## src/rtl/int_req_arb.sv

```systemverilog
// Interrupt requester/arbiter: synchronises up to four device request lines, latches
// rising edges as pending flags and presents the best eligible request until acked.
module int_req_arb #(
  parameter int         NUM_SRC      = 4,
  parameter logic [7:0] RST_VEC_BASE = 8'h80
) (
  input  logic               clk,
  input  logic               rst_n,
  input  logic [NUM_SRC-1:0] src_req,
  input  logic               cfg_we,
  input  logic [1:0]         cfg_sel,
  input  logic [15:0]        bus,
  input  logic               int_ack,
  output logic [2:0]         int_priority,
  output logic [7:0]         int_vec,
  output logic               int_valid,
  output logic [NUM_SRC-1:0] pend
);

  typedef enum logic [1:0] {
    IDLE    = 2'd0,
    ARB     = 2'd1,
    PRESENT = 2'd2
  } state_e;

  state_e             state_q, state_d;
  logic [NUM_SRC-1:0] sync1_q, sync1_d, sync2_q, sync2_d, sync3_q, sync3_d;
  logic [NUM_SRC-1:0] arm_q, arm_d, pend_q, pend_d;
  logic [1:0]         vld_q, vld_d;
  logic [2:0]         prio_q [NUM_SRC];
  logic [2:0]         prio_d [NUM_SRC];
  logic [7:0]         vec_q  [NUM_SRC];
  logic [7:0]         vec_d  [NUM_SRC];
  logic [1:0]         win_idx_q, win_idx_d;
  logic [2:0]         int_priority_q, int_priority_d;
  logic [7:0]         int_vec_q, int_vec_d;
  logic               int_valid_q, int_valid_d;
  logic [NUM_SRC-1:0] rise_s, elig_s, clr_s;
  logic               any_elig_s, beats_s;
  logic [1:0]         best_idx_s;
  logic [2:0]         best_prio_s;

  // A line only arms once a genuine low has been seen after reset, so lines
  // held high through reset cannot raise a request until they toggle.
  always_comb begin
    sync1_d = src_req;
    sync2_d = sync1_q;
    sync3_d = sync2_q;
    vld_d   = {vld_q[0], 1'b1};
    arm_d   = arm_q | (~sync2_q & {NUM_SRC{vld_q[1]}});
    rise_s  = sync2_q & ~sync3_q & arm_q;
    prio_d  = prio_q;
    vec_d   = vec_q;
    if (cfg_we) begin
      prio_d[cfg_sel] = bus[10:8];
      vec_d[cfg_sel]  = bus[7:0];
    end else begin
      prio_d = prio_q;
      vec_d  = vec_q;
    end
  end

  // Highest priority wins; strict compare keeps the lowest index on ties.
  always_comb begin
    elig_s      = '0;
    any_elig_s  = 1'b0;
    best_idx_s  = 2'd0;
    best_prio_s = 3'd0;
    for (int i = 0; i < NUM_SRC; i++) begin
      elig_s[i] = pend_q[i] && (prio_q[i] != 3'd0);
      if (elig_s[i] && (!any_elig_s || (prio_q[i] > best_prio_s))) begin
        any_elig_s  = 1'b1;
        best_idx_s  = 2'(i);
        best_prio_s = prio_q[i];
      end else begin
        any_elig_s  = any_elig_s;
        best_idx_s  = best_idx_s;
        best_prio_s = best_prio_s;
      end
    end
    beats_s = any_elig_s && ((best_prio_s > int_priority_q) ||
              ((best_prio_s == int_priority_q) && (best_idx_s < win_idx_q)));
  end

  always_comb begin
    state_d = state_q;
    case (state_q)
      IDLE:    state_d = any_elig_s ? ARB : IDLE;
      ARB:     state_d = any_elig_s ? PRESENT : IDLE;
      PRESENT: begin
        if (int_ack) begin
          state_d = IDLE;
        end else if (beats_s || (cfg_we && (cfg_sel == win_idx_q))) begin
          state_d = ARB;
        end else begin
          state_d = PRESENT;
        end
      end
      default: state_d = IDLE;
    endcase
  end

  // Presented outputs only change when leaving ARB or on an acknowledge.
  always_comb begin
    win_idx_d      = win_idx_q;
    int_priority_d = int_priority_q;
    int_vec_d      = int_vec_q;
    int_valid_d    = int_valid_q;
    clr_s          = '0;
    case (state_q)
      IDLE: begin
        int_priority_d = 3'd0;
        int_vec_d      = 8'd0;
        int_valid_d    = 1'b0;
      end
      ARB: begin
        if (any_elig_s) begin
          win_idx_d      = best_idx_s;
          int_priority_d = best_prio_s;
          int_vec_d      = vec_q[best_idx_s];
          int_valid_d    = 1'b1;
        end else begin
          int_priority_d = 3'd0;
          int_vec_d      = 8'd0;
          int_valid_d    = 1'b0;
        end
      end
      PRESENT: begin
        if (int_ack) begin
          clr_s          = {{(NUM_SRC-1){1'b0}}, 1'b1} << win_idx_q;
          int_priority_d = 3'd0;
          int_vec_d      = 8'd0;
          int_valid_d    = 1'b0;
        end else begin
          int_priority_d = int_priority_q;
          int_vec_d      = int_vec_q;
          int_valid_d    = int_valid_q;
        end
      end
      default: begin
        int_priority_d = 3'd0;
        int_vec_d      = 8'd0;
        int_valid_d    = 1'b0;
      end
    endcase
    pend_d = (pend_q & ~clr_s) | rise_s;
  end

  always_ff @(posedge clk or negedge rst_n) begin
    if (!rst_n) begin
      state_q        <= IDLE;
      sync1_q        <= '0;
      sync2_q        <= '0;
      sync3_q        <= '0;
      arm_q          <= '0;
      vld_q          <= 2'b00;
      pend_q         <= '0;
      win_idx_q      <= 2'd0;
      int_priority_q <= 3'd0;
      int_vec_q      <= 8'd0;
      int_valid_q    <= 1'b0;
      for (int i = 0; i < NUM_SRC; i++) begin
        prio_q[i] <= 3'd0;
        vec_q[i]  <= RST_VEC_BASE + 8'(i);
      end
    end else begin
      state_q        <= state_d;
      sync1_q        <= sync1_d;
      sync2_q        <= sync2_d;
      sync3_q        <= sync3_d;
      arm_q          <= arm_d;
      vld_q          <= vld_d;
      pend_q         <= pend_d;
      win_idx_q      <= win_idx_d;
      int_priority_q <= int_priority_d;
      int_vec_q      <= int_vec_d;
      int_valid_q    <= int_valid_d;
      prio_q         <= prio_d;
      vec_q          <= vec_d;
    end
  end

  assign int_priority = int_priority_q;
  assign int_vec      = int_vec_q;
  assign int_valid    = int_valid_q;
  assign pend         = pend_q;

endmodule

```

## config.mk

```make
export PLATFORM = sky130hd
export DESIGN_NAME = int_req_arb
export DESIGN_NICKNAME = d
export VERILOG_FILES = /design/src/rtl/int_req_arb.sv
export SDC_FILE = /design/constraint.sdc
export NUM_CORES = 1
export LEC_CHECK = 0
export CORE_UTILIZATION = 40
export CTS_CLUSTER_DIAMETER = 150
export DETAILED_ROUTE_END_ITERATION = 6
export GPL_TIMING_DRIVEN = 0
export PLACE_DENSITY = 0.64
export SYNTH_ARGS = -nofsm -noshare
export SYNTH_HDL_FRONTEND = slang
export SYNTH_SLANG_ARGS = --single-unit
```

## constraint.sdc

```tcl
create_clock -name clk -period 7.3 [get_ports clk]
set_input_delay 1.46 -clock clk [delete_from_list [all_inputs] [get_ports clk]]
set_output_delay 1.46 -clock clk [all_outputs]
set_load 0.05 [all_outputs]
```

==> metrics, run 1 <==
CTS tree=yes; synth top area cells=dfrtp_1 47%, mux2_2 11%, dfstp_2 5.3%; average wire per standard cell=17.4 um; total vias in the final route=2885; startpoint types=flip-flop; critical-path maximum fanout=10; Max Cap Viol=0; Initial Util=42.0%; reg-to-reg startpoint=pend[0]; CTS Buffer Depth=2; worst path arrival time=6.59 ns; Synth Area in Simple Gates=8.42%; Cells after DPL=500; DRT Pass-1 Iters=5; Final period util=87.0%; first-pass GRT wire length=15000 um; met3 wire len=434 um; post-synth top area cell=dfrtp_1; post-cts repair resize count=0; Reg2Reg Setup Slack=0.95 ns; worst hold-check path type=reg2reg; Hold Fails Final Rpt=0; total power=0.00254 W; end point of the critical path=state_q[0]; die area=10200 um^2; Remaining DRCs=0; Final Wtd Congestion=0.832; Worst R2R Path Depth=25; Synth top area share=47.0%; Slew Limit Fails=0; reg-to-reg critical path endpoint=state_q[0]; outcome=completed; clk_skew=0.0118 ns; io pins=42; Final Critical Period=6.35 ns; Final nets=421; Finished Core Util=50.5%; Post-Syn Area per Cell=11.8 um^2; initial antenna violation count=0; post-synthesis xor/xnor area fraction=0.445%; min-delay src=sync1_q[3]; Post-CTS Setup Inserts=0; fraction of layout cells with a size suffix above 1=21.2%; Initial DRC Count=146; RSZ-0062 raised after global routing=no; Clock Tree Root=clkbuf_8; PortBufs=36; Setup crit end kind=flip-flop; Final ANT Viol Nets=0; clock latency at the later pin of the worst-skew pair=0.35 ns; highest clock rate=157 MHz; YS warnings=0; Via density=5.59; ANT cells=0; cts hold-fix bufs=0; P&R area growth vs syn=20.0%; Post-Synth Adder-Cell Area=4.13%; Clock Sinks=82; WL met1=3900 um; Placed Area=4490 um^2; Critical Path Start=pend[0]; total gr overflow=0; non-filler cells, final=516; synthesized cell area=3940 um^2; Worst VDD drop=0.314 mV; Setup TNS=0 ns; pwr/cell area=538 nW/um^2; crit path kind=reg2reg; Leak=1.96 nW; most frequent cells in the layout=74 x dfrtp_1, 38 x mux2_2, 35 x clkdlybuf4s50_1, 24 x nand2_1; Cell variety after synth=50; Synth Area in Compound Gates=19.7%; final-report setup violation count=0; total global-route track usage=19.6%; Die Y=101 um; Mapped Cells=334; Detailed Place HPWL=6190 um; register area share after synthesis=52.4%; htree depth=3; post-synthesis mux area share=11.4%; CTS Buf Count=9; DR top layer=met4; Core Region=9370 um^2; largest family of logic cells by synthesized area=compound AO/OA/AOI/OAI gates; Worst-Margin Slew=0.820 ns; commonest non-fill, non-tap cell in the layout=dfrtp_1; DIE WIDTH=101 um; Syn Nets=373; Finished Cell Area=4730 um^2; Worst slew margin=45.1%; Row Count=35; Routed WL=8990 um; clk slew on worst S/H paths=0.08 ns; metal2 WL=4480 um; largest net degree at the start of global routing=68; CP Data Required Time=7.54 ns; #FFs+latches synth=82; vias in the first global route=2988
## sequential cells by signal, summed over array words and instances, names as in the netlist
name,count
int_valid,1
sync2_q,4
int_priority,3
prio_q,12
vec_q,32
vld_q,2
sync1_q,4
win_idx_q,2
pend,4
int_vec,8
arm_q,4
sync3_q,4
state_q,2
## cells in the mapped netlist (all sizes together)
| library cell | n |
|---|---|
| or3 | 1 |
| a21oi | 10 |
| nor2 | 3 |
| o32a | 1 |
| a22oi | 8 |
| o311a | 1 |
| mux2 | 38 |
| buf | 5 |
| o31ai | 7 |
| nand2b | 2 |
| o32ai | 1 |
| or2 | 1 |
| xnor2 | 2 |
| ha | 13 |
| and3 | 3 |
| o22ai | 1 |
| inv | 23 |
| nand3 | 6 |
| o21ai | 28 |
| conb | 1 |
| a32o | 12 |
| o2111ai | 1 |
| a21o | 6 |
| a2bb2oi | 8 |
| clkbuf | 6 |
| o31a | 5 |
| a31o | 1 |
| a2111oi | 1 |
| dfrtp | 74 |
| and2 | 4 |
| a32oi | 2 |
| nand4b | 1 |
| nor3 | 13 |
| nor3b | 2 |
| o21a | 1 |
| nand3b | 3 |
| dfstp | 8 |
| mux2i | 2 |
| a211oi | 3 |
| nand2 | 26 |
## routing by layer
layer  up-vias  track usage [%]
li1       1340                -
met1      1445             24.9
met2        81             33.2
met3        19             3.80
met4         0             7.36
met5         -                0
## worst min path at each step
stage / to / slack [ns] / depth (start not counted)
global placement: vld_q[1] / 0.33 / 0
floorplan: sync2_q[0] / 0.33 / 0
CTS: sync2_q[3] / 0.36 / 0
finish: sync2_q[3] / 0.35 / 0
global route: sync2_q[1] / 0.37 / 0
detailed placement: sync2_q[2] / 0.34 / 0
## per-stage QoR
| step | setup slack (ns) | hold slack, ns |
|---|---|---|
| finish | 0.951 | 0.354 |
| global placement | 1.14 | 0.331 |
| floorplan | 1.64 | 0.331 |
| CTS | 1.01 | 0.358 |
| global route | 0.596 | 0.366 |
| detailed placement | 1.04 | 0.336 |
## cell families (layout without fill, tap and decap cells)
logic type	count (synthesis)	after routing
AND/OR/NAND/NOR	65	65
XOR/XNOR	2	2
buffers and inverters	34	87
multiplexers	40	40
other	1	1
adder cells (fa/ha/maj)	13	13
flip-flops	82	82
AO/OA/AOI/OAI	97	97
## power by group
group	internal, W	switching [W]	leakage, nW
clock network	0.000229	0.000168	0.117
registers	0.000552	0.0000778	0.956
logic	0.000626	0.000891	0.886
## final cells by class
class / instances / area, um^2
fill: 876 / 4640
tap: 129 / 161
inverter: 23 / 86.3
multi-input combinational: 218 / 1740
clock inverter: 6 / 115
buffer: 11 / 52.6
timing repair buffer: 37 / 385
sequential: 82 / 2060
clock buffer: 10 / 128
## worst max-delay path, stage by stage, from the launching register on
cell and delay (ns):
dfrtp_1 0.46, and2_1 0.19, ha_1 0.26, nand3_1 0.08, o21ai_1 0.12, o21ai_0 0.46, a32o_1 0.28, inv_1 0.05
ha_1 0.32, a211oi_4 0.41, o21ai_1 0.16, and2_1 0.19, o31ai_1 0.46, ha_1 0.34, o21ai_0 0.31, o22ai_2 0.13
buf_4 0.21, nand2_2 0.27, mux2i_1 0.24, ha_1 0.26, nand2b_1 0.14, a21o_1 0.17, a21o_1 0.19, nand4b_1 0.09
o21ai_1 0.09, o311a_1 0.34
(Power assumes the default switching activity.)
==> inputs of run 2 (changes only) <==
==> constraint.sdc (replaced) <==
create_clock -name clk -period 7.06 [get_ports clk]
set_input_delay 1.412 -clock clk [delete_from_list [all_inputs] [get_ports clk]]
set_output_delay 1.412 -clock clk [all_outputs]
set_load 0.05 [all_outputs]
==> results of run 2 <==
The final DEF is identical to that of run 1. Status: completed.
Among the figures that moved: setup slack after placement 1.04 ns -> 0.798 ns; setup slack after layout 0.951 ns -> 0.711 ns; register-to-register setup slack 0.95 ns -> 0.71 ns; total power 0.00254 W -> 0.00263 W; worst IR drop on VDD 0.314 mV -> 0.325 mV
